File: src/rtl/btn_pkg.sv
// Shared definitions for the front-panel button event logic: state encodings
// and default timing constants derived from the system clock.
package btn_pkg;

  typedef enum logic [1:0] {
    ST_IDLE    = 2'd0,
    ST_PRESSED = 2'd1,
    ST_LONG    = 2'd2
  } btn_state_t;

  localparam int CLK_HZ = 100_000_000;

  function automatic int ms_to_cycles(input int ms);
    return (CLK_HZ / 1000) * ms;
  endfunction

  localparam int DEFAULT_LONG_CYCLES   = ms_to_cycles(500);
  localparam int DEFAULT_REPEAT_CYCLES = ms_to_cycles(100);

endpackage

File: src/rtl/btn_event.sv
// Turns the debounced button level into single-cycle press, release, click,
// long-press and auto-repeat strobes for the register-file control FSM.
module btn_event
  import btn_pkg::*;
#(
  parameter int LONG_CYCLES   = DEFAULT_LONG_CYCLES,
  parameter int REPEAT_CYCLES = DEFAULT_REPEAT_CYCLES,
  parameter bit REPEAT_EN     = 1'b1
) (
  input  logic clk,
  input  logic rst,
  input  logic btn_level,
  output logic press_pulse,
  output logic release_pulse,
  output logic click_pulse,
  output logic long_pulse,
  output logic repeat_pulse,
  output logic held
);

  localparam int MAX_CYCLES = (LONG_CYCLES > REPEAT_CYCLES) ? LONG_CYCLES : REPEAT_CYCLES;
  localparam int CW         = $clog2(MAX_CYCLES);
  localparam logic [CW-1:0] LONG_TC   = CW'(LONG_CYCLES - 1);
  localparam logic [CW-1:0] REPEAT_TC = CW'(REPEAT_CYCLES - 1);

  btn_state_t    state;
  logic          btn_prev;
  logic [CW-1:0] cnt;
  logic          rise;
  logic          fall;

  assign rise = btn_level & ~btn_prev;
  assign fall = ~btn_level & btn_prev;

  // A fall is checked before any terminal count so a release on the threshold
  // edge is still a click and never produces a long or repeat strobe.
  always_ff @(posedge clk or posedge rst) begin
    if (rst) begin
      state         <= ST_IDLE;
      btn_prev      <= 1'b0;
      cnt           <= '0;
      press_pulse   <= 1'b0;
      release_pulse <= 1'b0;
      click_pulse   <= 1'b0;
      long_pulse    <= 1'b0;
      repeat_pulse  <= 1'b0;
      held          <= 1'b0;
    end else begin
      btn_prev      <= btn_level;
      press_pulse   <= 1'b0;
      release_pulse <= 1'b0;
      click_pulse   <= 1'b0;
      long_pulse    <= 1'b0;
      repeat_pulse  <= 1'b0;

      case (state)
        ST_IDLE: begin
          if (rise) begin
            state       <= ST_PRESSED;
            cnt         <= '0;
            press_pulse <= 1'b1;
            held        <= 1'b1;
          end
        end

        ST_PRESSED: begin
          if (fall) begin
            state         <= ST_IDLE;
            cnt           <= '0;
            release_pulse <= 1'b1;
            click_pulse   <= 1'b1;
            held          <= 1'b0;
          end else if (cnt == LONG_TC) begin
            state      <= ST_LONG;
            cnt        <= '0;
            long_pulse <= 1'b1;
          end else begin
            cnt <= cnt + 1'b1;
          end
        end

        ST_LONG: begin
          if (fall) begin
            state         <= ST_IDLE;
            cnt           <= '0;
            release_pulse <= 1'b1;
            held          <= 1'b0;
          end else if (REPEAT_EN) begin
            // With repeat disabled the counter simply parks, so it cannot wrap.
            if (cnt == REPEAT_TC) begin
              cnt          <= '0;
              repeat_pulse <= 1'b1;
            end else begin
              cnt <= cnt + 1'b1;
            end
          end
        end

        default: begin
          state <= ST_IDLE;
          cnt   <= '0;
          held  <= 1'b0;
        end
      endcase
    end
  end

endmodule

File: config.mk
export PLATFORM = sky130hd
export DESIGN_NAME = btn_event
export DESIGN_NICKNAME = d
export VERILOG_FILES = /design/src/rtl/btn_pkg.sv /design/src/rtl/btn_event.sv
export SDC_FILE = /design/constraint.sdc
export NUM_CORES = 1
export LEC_CHECK = 0
export BUFFER_PORTS_ARGS = -buffer_cell sky130_fd_sc_hd__buf_2
export CAP_MARGIN = 20
export CORE_ASPECT_RATIO = 1.2
export CORE_MARGIN = 2
export CORE_UTILIZATION = 40
export CTS_BUF_LIST = sky130_fd_sc_hd__clkbuf_8
export CTS_CLUSTER_DIAMETER = 60
export DETAILED_ROUTE_END_ITERATION = 7
export REMOVE_ABC_BUFFERS = 1
export SYNTH_ARGS = -nofsm -noshare
export SYNTH_HDL_FRONTEND = slang
export SYNTH_SLANG_ARGS = --single-unit
File: constraint.sdc
create_clock -name clk -period 2.5 [get_ports clk]
set_clock_uncertainty 0.15 [all_clocks]
set_input_delay 0.5 -clock clk [delete_from_list [all_inputs] [get_ports clk]]
set_output_delay 0.5 -clock clk [all_outputs]
set_load 0.02 [all_outputs]
Yosys cells after proc, flatten, opt, wreduce, memory -nomap -nowiden
Index checks and enable logic that the tools add are counted.

storage, ports and cells
  register bits = 35
  latch bits = 0
  bits in writable memories = 0
  memory bits (read-only) = 0
  bits of input ports = 3
  output and inout bits = 6
  word-level logic and storage cells = 51
  memories = 0

operators by class
  add/sub/neg operators = 1
  $mul = 0
  div/mod/pow operators = 0
  magnitude comparators = 0
  equal/unequal tests = 8
  shift-type cells = 0
  multiplexer cells = 25
  bitwise operators = 4
  reduce and logical (&&, ||, !) cells = 4

operators by type and width
  operator                 count
  $mux W26                 5
  $pmux W26 S3             1
  $add A26 B1 Y26 const B  1
  $eq A26 B24 Y1 const B   1
  $eq A26 B26 Y1 const B   1
  $mux W1                  13
  $mux W2                  4
  $pmux W2 S3              1
  $ne A2 B2 Y1 const B     2
  $ne A3 B3 Y1 const B     1
  $reduce_and A3 Y1        1
  $and A1 B1 Y1            2
  $eq A2 B1 Y1 const B     1
  $eq A2 B2 Y1 const B     1
  $logic_not A2 Y1         1
  $ne A2 B1 Y1 const B     1
  $not A1 Y1               2
  $pmux W1 S2              1
  $reduce_and A2 Y1        1
  $reduce_or A2 Y1         1

Depth between registers and ports, before layout
Gate-level depths: netlist of the first run.

  depth after elaboration = 4
  depth in mapped cells = 8
  mapped depth without buffers = 6

Least setup slack after synthesis of the first run
OpenSTA, ideal clock, no wires.

  path kind = flip-flop to flip-flop
  start = reg cnt[7]
  end = reg state[0]
  setup time = 0.125 ns
  arrival time = 1.912 ns
  required time = 2.225 ns
  slack = 0.313 ns
  cell stages (with the launch flop) = 6
  buffers on the path = 0
  clock period less this slack = 2.187 ns
  cell sequence = dfrtp_1 or4b_4 nor4_4 a21oi_2 nor2_1 mux2_2

on the way
  longest elaborated chain between the ends = 3

RTL lines
  element                      RTL line         text
  start: declaration           btn_event.sv:28  logic [CW-1:0] cnt;
  start signal: assignment     btn_event.sv:78  cnt <= cnt + 1'b1;
  start signal: assignment     btn_event.sv:94  cnt <= cnt + 1'b1;
  $eq A26 B26 Y1               btn_event.sv:73  end else if (cnt == LONG_TC) begin
  $ne A3 B3 Y1 (no line)       -
  $reduce_and A3 Y1 (no line)  -
  end signal: assignment       btn_event.sv:68  state <= ST_IDLE;
  end signal: assignment       btn_event.sv:74  state <= ST_LONG;
  end signal: assignment       btn_event.sv:84  state <= ST_IDLE;
  end: declaration             btn_event.sv:26  btn_state_t state;

No other way between the ends.
A chain may end at the register's enable or synchronous reset.

Final worst setup path of the first run
  start = reg cnt[14]
  end = reg cnt[10]

on the way
  longest elaborated chain between the ends = 4
  elaborated cells between the ends (all ways) = 7
  classes of those cells = 2 x eq/ne; 5 x mux

RTL lines
  element                                                  RTL line                          text
  $eq A26 B24 Y1 / $eq A26 B26 Y1 (equally long branches)  btn_event.sv:90, btn_event.sv:73
  $mux W26 (on tied branches)                              btn_event.sv:90, btn_event.sv:73
  $mux W26 (on tied branches)                              btn_event.sv:83, btn_event.sv:67
  $pmux W26 S3 *                                           btn_event.sv:56                   case (state)

Mark *: on every way between the ends. The rest lies on a longest branch, timed or not.

==> flow_summary.yaml, run 1 <==
outcome:
  status: "finished, final reports clean"
sta:
  tns_ns: 0
  setup_viol: 0
  relSlewSlack_pct: 61.43
  fin_hold_ws_ns: 0.1340
  worst_pin_slew_ns: 0.5741
  fin_crit_ns: 2.286
  hold_violations: 0
  rsz0062_at_grt: "false"
  post-route-period-util_pct: 91.43
  max_freq_mhz: 437.5
  maxSlewViolCount: 0
setup_path:
  path_cells: "or4b_2 > nor4_2 > a21oi_2 > buf_4 > o2111ai_1 > o311ai_0"
  endpoint: "cnt[10]"
  crit_required_ns: 2.50
  crit_fanout: 6
  cp_slowest_cell: "or4b_2"
  reg2regPathDepth: 6
  worst-setup-path-type: "flop to flop"
  worstSetupStartpoint: "cnt[14]"
  r2r_setup_slack_ns: 0.21
  crit_cells: 6
  cp-start-kind: "flop"
  max_stage_delay_ns: 0.69
  r2r-end: "cnt[10]"
  crit_family: "simple AND/OR/NAND/NOR gates"
  crit_arrival_ns: 2.29
  critPathBufInv: 1
  reg2reg_from: "cnt[14]"
  cp-end-kind: "flop"
floorplanning:
  start_util_pct: 41.69
  num_rows: 27
  die_x_um: 67.40
  io_pins: 9
  die_area_um2: 5397
  dieHeight_um: 80.08
  core_um2: 4628
drt:
  vias: 1534
  ant_nets: 0
  remaining_drc_errors: 0
  wirelength_um: 4177
  vias_per_cell: 5.401
  wl_per_cell_um: 14.71
  drt_pass1_iterations: 4
  drtIter0Drc: 85
global_route:
  grt_use_total_pct: 17.91
  grt_start_max_net_pins: 36
  antenna_found_initial: 0
  grt_pass1_vias: 1467
  grt_overflow: 0
  grt_pass1_wl_um: 7155
synth:
  async_flop_share_pct: 100.0
  synth_ff_type: "dfrtp_1"
  syn_area_um2: 1929
  netlist-cell-type-count: 42
  syn_inst: 203
  ys_seq_area_share_pct: 45.40
  synth-edff-count: 0
  syn_avg_cell_area_um2: 9.504
  ys_ff_latch: 35
  yosysWarnings: 0
hold_path:
  worstHoldPathType: "input pin to asynchronous set/reset pin"
placement:
  dp_hpwl_um: 2992
  gp_congestion: 0.7424
  io_buffers: 8
flow_run:
  maxCapViolCount: 0
clocking:
  cts_setup_buffers: 0
  clockBufferDepth: 2
  clk_latency_ns: 0.29
  h-tree-depth: 2
  post_cts_resized: 0
  cts_tree: "built"
  numCtsBuffers: 5
  path_clk_slew_ns: 0.08
  cts_hold_buf: 0
  cts_sinks: 35
  root_buffer: "clkbuf_8"
finish:
  area_growth_pct: 15.82
  antenna_cells: 0
  fin_nets: 232
  drive_gt1_share_pct: 18.58
pwr:
  switchingPower_uw: 531.1
  p_leak_nw: 0.9752
  seqPwrFrac_pct: 39.3
  p_comb_share_pct: 27.0
  p_clk_share_pct: 33.7
  power_density_nw_per_um2: 713.1
  switching_share_pct: 33.33
  irDropWorstVdd_uv: 366.2
  p_int_mw: 1.062
flip-flops by register name (all words and copies together), names as in the netlist:
name           count
btn_prev           1
state              2
held               1
cnt               26
long_pulse         1
press_pulse        1
click_pulse        1
release_pulse      1
repeat_pulse       1
cell families after synthesis:
family / Yosys count / share of synthesized area [%]
adders and majority gates: 4 / 2.594
AOI/OAI and AO/OA: 43 / 14.53
and+or+nand+nor: 85 / 25.29
DFF: 35 / 45.40
muxes: 1 / 0.5836
xor gates and xnor gates: 17 / 7.717
buffers and inverters: 18 / 3.891
synth_stat cells (2+ instances only):
cell type,instances,area (um2)
nand2_1,26,97.59
nor2_1,10,37.54
dfrtp_1,35,875.8
o2111ai_1,2,17.52
clkbuf_1,6,22.52
xnor2_1,4,35.03
o211ai_1,6,45.04
buf_4,2,15.01
or4bb_1,2,22.52
nand3_1,10,50.05
nand4_1,8,50.05
nor3_1,5,25.02
o221ai_1,2,17.52
xor2_1,13,113.9
a21oi_1,21,105.1
a21oi_2,2,17.52
nand2b_1,3,18.77
nand4b_1,2,17.52
and2_1,2,12.51
ha_1,4,50.05
or3_1,2,12.51
inv_1,10,37.54
o311ai_0,3,26.28
and3_1,5,31.28
final cells by class:
cell class              instances  area [um2]
clock buffers                   6       82.58
clock inverters                 2       35.03
fillers                       465        2394
inverters                      10       37.54
multi-input cells             150       978.4
flip-flops and latches         35       875.8
well taps                      58       72.57
repair buffers                 23       152.6
placed cells by master, fill, tap and decap left out, drive strengths merged, types with 2 or more instances in the layout:
master,netlist,layout
dfrtp,35,35
nand2,26,26
a21oi,23,23
buf,2,23
xor2,13,13
inv,10,10
nand3,10,10
nor2,10,10
nand4,9,9
o211ai,6,6
clkbuf,6,6
nor3,5,5
and3,5,5
xnor2,4,4
ha,4,4
nand2b,3,3
o311ai,3,3
and2,3,3
nor4,3,3
o21ai,3,3
or3,2,2
or4bb,2,2
o221ai,2,2
o2111ai,2,2
nand4b,2,2
or4b,2,2
power by group through the flow:
stage	Sequential [mW]	Combinational, mW	Clock [mW]
3_5_place_dp	0.638	0.431	0
5_1_grt	0.633	0.474	0.573
2_1_floorplan	0.652	0.245	0
6_report	0.626	0.430	0.538
3_3_place_gp	0.638	0.428	0
4_1_cts	0.627	0.432	0.547
per-stage QoR:
| step | cell area [um2] | power (mW) | worst slack (ns) | utilization (%) | cells |
|---|---|---|---|---|---|
| CTS | 2235 | 1.606 | 0.2046 | 48.28 | 284 |
| finish | 2235 | 1.593 | 0.2142 | 48.28 | 284 |
| global placement | 2117 | 1.067 | 0.2299 | 45.74 | 276 |
| detailed placement | 2117 | 1.069 | 0.2199 | 45.74 | 276 |
| global route | 2235 | 1.680 | 0.04160 | 48.28 | 284 |
| floorplan | 1892 | 0.8975 | 0.06618 | - | 195 |
metal layers:
layer,track usage [%],up-vias,part of all wire (%),wire length [um]
met1,24.20,742,47,1961
met2,28.51,16,49,2045
met4,4.898,0,1.3,55
li1,-,770,-,-
met3,4.202,6,2.7,114
met5,0,-,0,0
how the worst min path moves through the flow:
stage,from,end,slack [ns]
after global routing,btn_level,btn_prev,0.21
after CTS,rst,repeat_pulse,0.15
final,rst,repeat_pulse,0.13
after global placement,btn_prev,press_pulse,0.32
after detailed placement,btn_prev,press_pulse,0.31
after floorplan,btn_prev,press_pulse,0.29
tightest hold or removal path, stage by stage:
cell and delay (ns):
buf_2 0.09, inv_1 0.04, buf_4 0.38
Power figures use the tool's default switching activity.
==> run 2: changes to the inputs <==
--- a/config.mk
+++ b/config.mk
@@ -6,13 +6,13 @@
 export NUM_CORES = 1
 export LEC_CHECK = 0
 export BUFFER_PORTS_ARGS = -buffer_cell sky130_fd_sc_hd__buf_2
-export CAP_MARGIN = 20
 export CORE_ASPECT_RATIO = 1.2
 export CORE_MARGIN = 2
 export CORE_UTILIZATION = 40
 export CTS_BUF_LIST = sky130_fd_sc_hd__clkbuf_8
 export CTS_CLUSTER_DIAMETER = 60
 export DETAILED_ROUTE_END_ITERATION = 7
+export PLACE_DENSITY = 0.65
 export REMOVE_ABC_BUFFERS = 1
 export SYNTH_ARGS = -nofsm -noshare
 export SYNTH_HDL_FRONTEND = slang
==> flow_summary.yaml, run 2 (synthesis results as in run 1) <==
clocking:
  root_buffer: "clkbuf_8"
  path_clk_slew_ns: 0.08
  cts_setup_buffers: 0
  clockBufferDepth: 2
  cts_sinks: 35
  clk_latency_ns: 0.29
  cts_tree: "built"
  numCtsBuffers: 5
  post_cts_resized: 0
  cts_hold_buf: 0
  h-tree-depth: 2
pwr:
  p_leak_nw: 0.9557
  irDropWorstVdd_uv: 267.3
  power_density_nw_per_um2: 659.9
finish:
  regMostFlops: "cnt"
  final_common_cell: "dfrtp_1"
  reg.largest.list: "cnt (26), state (2)"
  largest_register_ffs: 26
  fin_nets: 229
  antenna_cells: 0
  area_growth_pct: 13.42
  layout_common_cells: "dfrtp_1 (35), nand2_1 (26), a21oi_1 (21), xor2_1 (13), inv_1 (12)"
  finalNonFillerCells: 281
  drive_gt1_share_pct: 16.59
sta:
  max_freq_mhz: 420.8
  hold_violations: 0
  worst_pin_slew_ns: 0.5942
  post-route-period-util_pct: 95.05
  setup_viol: 0
  fin_hold_ws_ns: 0.1490
  rsz0062_at_grt: "false"
  fin_crit_ns: 2.376
  maxSlewViolCount: 0
  relSlewSlack_pct: 60.08
  tns_ns: 0
drt:
  wl_per_cell_um: 15.02
  wirelength_um: 4221
  remaining_drc_errors: 0
  vias: 1564
  ant_nets: 0
  drtIter0Drc: 84
  drt_pass1_iterations: 4
  vias_per_cell: 5.566
floorplanning:
  die_x_um: 67.40
  die_area_um2: 5397
  io_pins: 9
  num_rows: 27
  start_util_pct: 41.69
  dieHeight_um: 80.08
  core_um2: 4628
setup_path:
  cp-start-kind: "flop"
  crit_family: "simple AND/OR/NAND/NOR gates"
  cp_slowest_cell: "or4b_2"
  path_cells: "or4b_2 > nor4_2 > a21oi_2 > o21ai_2 > buf_12 > o311ai_0"
  max_stage_delay_ns: 0.69
  critPathBufInv: 1
  crit_fanout: 19
  worst-setup-path-type: "flop to flop"
  crit_arrival_ns: 2.37
  crit_required_ns: 2.50
  cp-end-kind: "flop"
placement:
  io_buffers: 8
  dp_hpwl_um: 2919
  dp.cells: 273
  gp_congestion: 0.7625
global_route:
  antenna_found_initial: 0
  grt_overflow: 0
  grt_start_max_net_pins: 36
  grt_pass1_vias: 1581
  grt_use_total_pct: 18.70
  grt_pass1_wl_um: 7652
outcome:
  status: "finished, final reports clean"
hold_path:
  worstHoldPathType: "input pin to asynchronous set/reset pin"
flow_run:
  maxCapViolCount: 0
-- run 2: cell count changes in the layout (fill, tap and decap cells not counted) --
cell,before,now
clkbuf_8,6,5
bufinv_16,1,0
buf_4,15,11
buf_12,0,1
inv_1,10,12
-- run 2: path summary, 6_finish.rpt --
| kind | end | depth (start not counted) | startpoint | slack (ns) |
|---|---|---|---|---|
| hold / removal | state[1] | 3 | rst | 0.15 |
| setup reg to reg | cnt[2] | 6 | cnt[14] | 0.12 |
| max in group asynchronous | cnt[17] | 3 | rst | 1.71 |
| min in group clk | btn_prev | 1 | btn_level | 0.22 |
| setup / recovery | cnt[2] | 6 | cnt[14] | 0.12 |
| hold reg to reg | press_pulse | 1 | btn_prev | 0.34 |
-- run 2: cell type report --
cell class | count | area, um2
Clock buffer | 5 | 68.82
Clock inverter | 3 | 12.51
Fill cell | 456 | 2440
Inverter | 10 | 37.54
Multi-Input combinational cell | 150 | 978.4
Sequential cell | 35 | 875.8
Tap cell | 58 | 72.57
Timing Repair Buffer | 20 | 142.6
-- run 2: per-stage QoR --
stage                     power, mW  utilization [%]  cell area [um2]  setup slack, ns
final                         1.444            47.28             2188           0.1238
after global routing          1.539            47.28             2188          0.03722
after CTS                     1.451            47.28             2188           0.1382
after detailed placement      1.063            45.53             2107           0.1579
after global placement        1.062            45.53             2107           0.1957
after floorplan              0.8975                -             1892          0.06618
-- run 2: where the power goes --
group / total, mW / switching [mW] / internal (mW) / leakage [nW]
combinational: 0.423 / 0.294 / 0.129 / 0.424
sequential: 0.628 / 0.0260 / 0.602 / 0.481
clock: 0.393 / 0.206 / 0.187 / 0.0505
total: 1.44 / 0.525 / 0.919 / 0.956
-- run 2: worst register-to-register path, cell delays in order (launching register included) --
cell,delay (ns)
dfrtp_1,0.44
or4b_2,0.69
nor4_2,0.25
a21oi_2,0.17
o21ai_2,0.22
buf_12,0.18
o311ai_0,0.12
-- run 2: per-layer routing --
metal,GRT usage [%],share of wire [%]
met1,24.46,48
met2,30.69,49
met3,4.202,2.4
met4,5.306,1.1
met5,0,0
==> run 3: changes to the inputs <==
==> constraint.sdc (replaced) <==
create_clock -name clk -period 2.5 [get_ports clk]
set_clock_uncertainty 0.15 [all_clocks]
set_input_delay 0.125 -clock clk [delete_from_list [all_inputs] [get_ports clk]]
set_output_delay 0.125 -clock clk [all_outputs]
set_load 0.02 [all_outputs]
==> flow_summary.yaml, run 3 (synthesis results as in run 1) <==
global_route:
  antenna_found_initial: 0
  grt_pass1_wl_um: 7182
  grt_start_max_net_pins: 36
  grt_overflow: 0
  grt_use_total_pct: 17.82
  grt_pass1_vias: 1530
drt:
  ant_nets: 0
  vias: 1553
  wirelength_um: 4171
  remaining_drc_errors: 0
  drt_pass1_iterations: 4
  vias_per_cell: 5.507
  drtIter0Drc: 56
  wl_per_cell_um: 14.79
sta:
  worst_pin_slew_ns: 0.5602
  hold_violations: 0
  fin_ws_ns: 0.1446
  post-route-period-util_pct: 94.21
  max_freq_mhz: 424.6
  maxSlewViolCount: 0
  tns_ns: 0
  setup_viol: 0
  relSlewSlack_pct: 62.37
  rsz0062_at_grt: "false"
  fin_crit_ns: 2.355
setup_path:
  crit_required_ns: 2.52
  cp-start-kind: "flop"
  reg2regPathDepth: 6
  worst-setup-path-type: "flop to flop"
  endpoint: "cnt[16]"
  crit_arrival_ns: 2.37
  reg2reg_from: "cnt[14]"
  crit_fanout: 18
  cp-end-kind: "flop"
  r2r_setup_slack_ns: 0.14
  r2r-end: "cnt[16]"
  worstSetupStartpoint: "cnt[14]"
floorplanning:
  num_rows: 27
  io_pins: 9
  start_util_pct: 41.69
  core_um2: 4628
  dieHeight_um: 80.08
  die_area_um2: 5397
  die_x_um: 67.40
finish:
  fin_nets: 230
  fin_area_um2: 2243
  final_common_cell: "dfrtp_1"
  multi_input_area_um2: 984.7
  antenna_cells: 0
  regArea_um2: 875.8
  area_growth_pct: 16.28
  layout_common_cells: "dfrtp_1 (35), nand2_1 (26), a21oi_1 (21), xor2_1 (13)"
  fill_cells: 445
  drive_gt1_share_pct: 17.41
  regMostFlops: "cnt"
  largest_register_ffs: 26
  reg.largest.list: "cnt (26), state (2)"
placement:
  post-place-ws_ns: 0.1525
  postPlaceCellArea_um2: 2100
  dp_hpwl_um: 2931
  gp_congestion: 0.8077
  io_buffers: 8
clocking:
  path_clk_slew_ns: 0.07
  numCtsBuffers: 5
  clockBufferDepth: 2
  h-tree-depth: 2
  cts_tree: "built"
  cts_sinks: 35
  clk_latency_ns: 0.29
  cts_setup_buffers: 0
  root_buffer: "clkbuf_8"
pwr:
  irDropWorstVdd_uv: 249.4
  p_leak_nw: 0.9693
  power.total_mw: 1.589
  power_density_nw_per_um2: 708.2
flow_run:
  maxCapViolCount: 0
hold_path:
  worstHoldPathType: "input pin to asynchronous set/reset pin"
outcome:
  status: "finished, final reports clean"
## run 3: cell type report
| class | count | area share, % |
|---|---|---|
| multi-input combinational | 150 | 43.89 |
| timing repair buffer | 21 | 6.916 |
| tap | 58 | 3.235 |
| sequential | 35 | 39.04 |
| inverter | 10 | 1.673 |
| clock buffer | 6 | 3.681 |
| clock inverter | 2 | 1.562 |
## run 3: worst min path at each step
| stage | to | slack [ns] | cells past startpoint |
|---|---|---|---|
| after floorplan | btn_prev | 0.006 | 0 |
| after global placement | click_pulse | 0.1 | 3 |
| after detailed placement | click_pulse | 0.11 | 3 |
| after CTS | long_pulse | 0.34 | 4 |
| after global routing | press_pulse | 0.36 | 1 |
| final | click_pulse | 0.33 | 4 |
## run 3: critical path, stage by stage (launching register included)
cell     delay [ns]
dfrtp_1        0.43
or4b_2         0.69
nor4_2         0.24
a21oi_2        0.16
o21ai_2        0.28
buf_12         0.19
a21oi_1        0.08
## run 3: routing by layer
layer | track usage [%] | part of all wire, % | vias to the layer above
li1 | - | - | 771
met3 | 4.202 | 2.7 | 7
met4 | 6.531 | 1.7 | 0
met2 | 29.60 | 49 | 20
met5 | 0 | 0 | -
met1 | 22.19 | 46 | 755
## run 3: power by group
group,internal [mW],switching [mW]
logic,0.139,0.290
clock network,0.323,0.208
registers,0.602,0.0270
total,1.06,0.526
## run 3: timing repair
action                                  CTS  global route
hold buffers                              2             0
endpoints found under the setup margin    0             1
endpoints found under the hold margin    37             0
resized for setup                         0             1
## run 3: stage by stage
stage | utilization, % | cells | hold slack, ns
2_1_floorplan | - | 195 | 0.006430
3_3_place_gp | 45.36 | 272 | 0.09794
3_5_place_dp | 45.36 | 272 | 0.1105
4_1_cts | 48.34 | 282 | 0.3396
5_1_grt | 48.47 | 282 | 0.3640
6_report | 48.47 | 282 | 0.3257
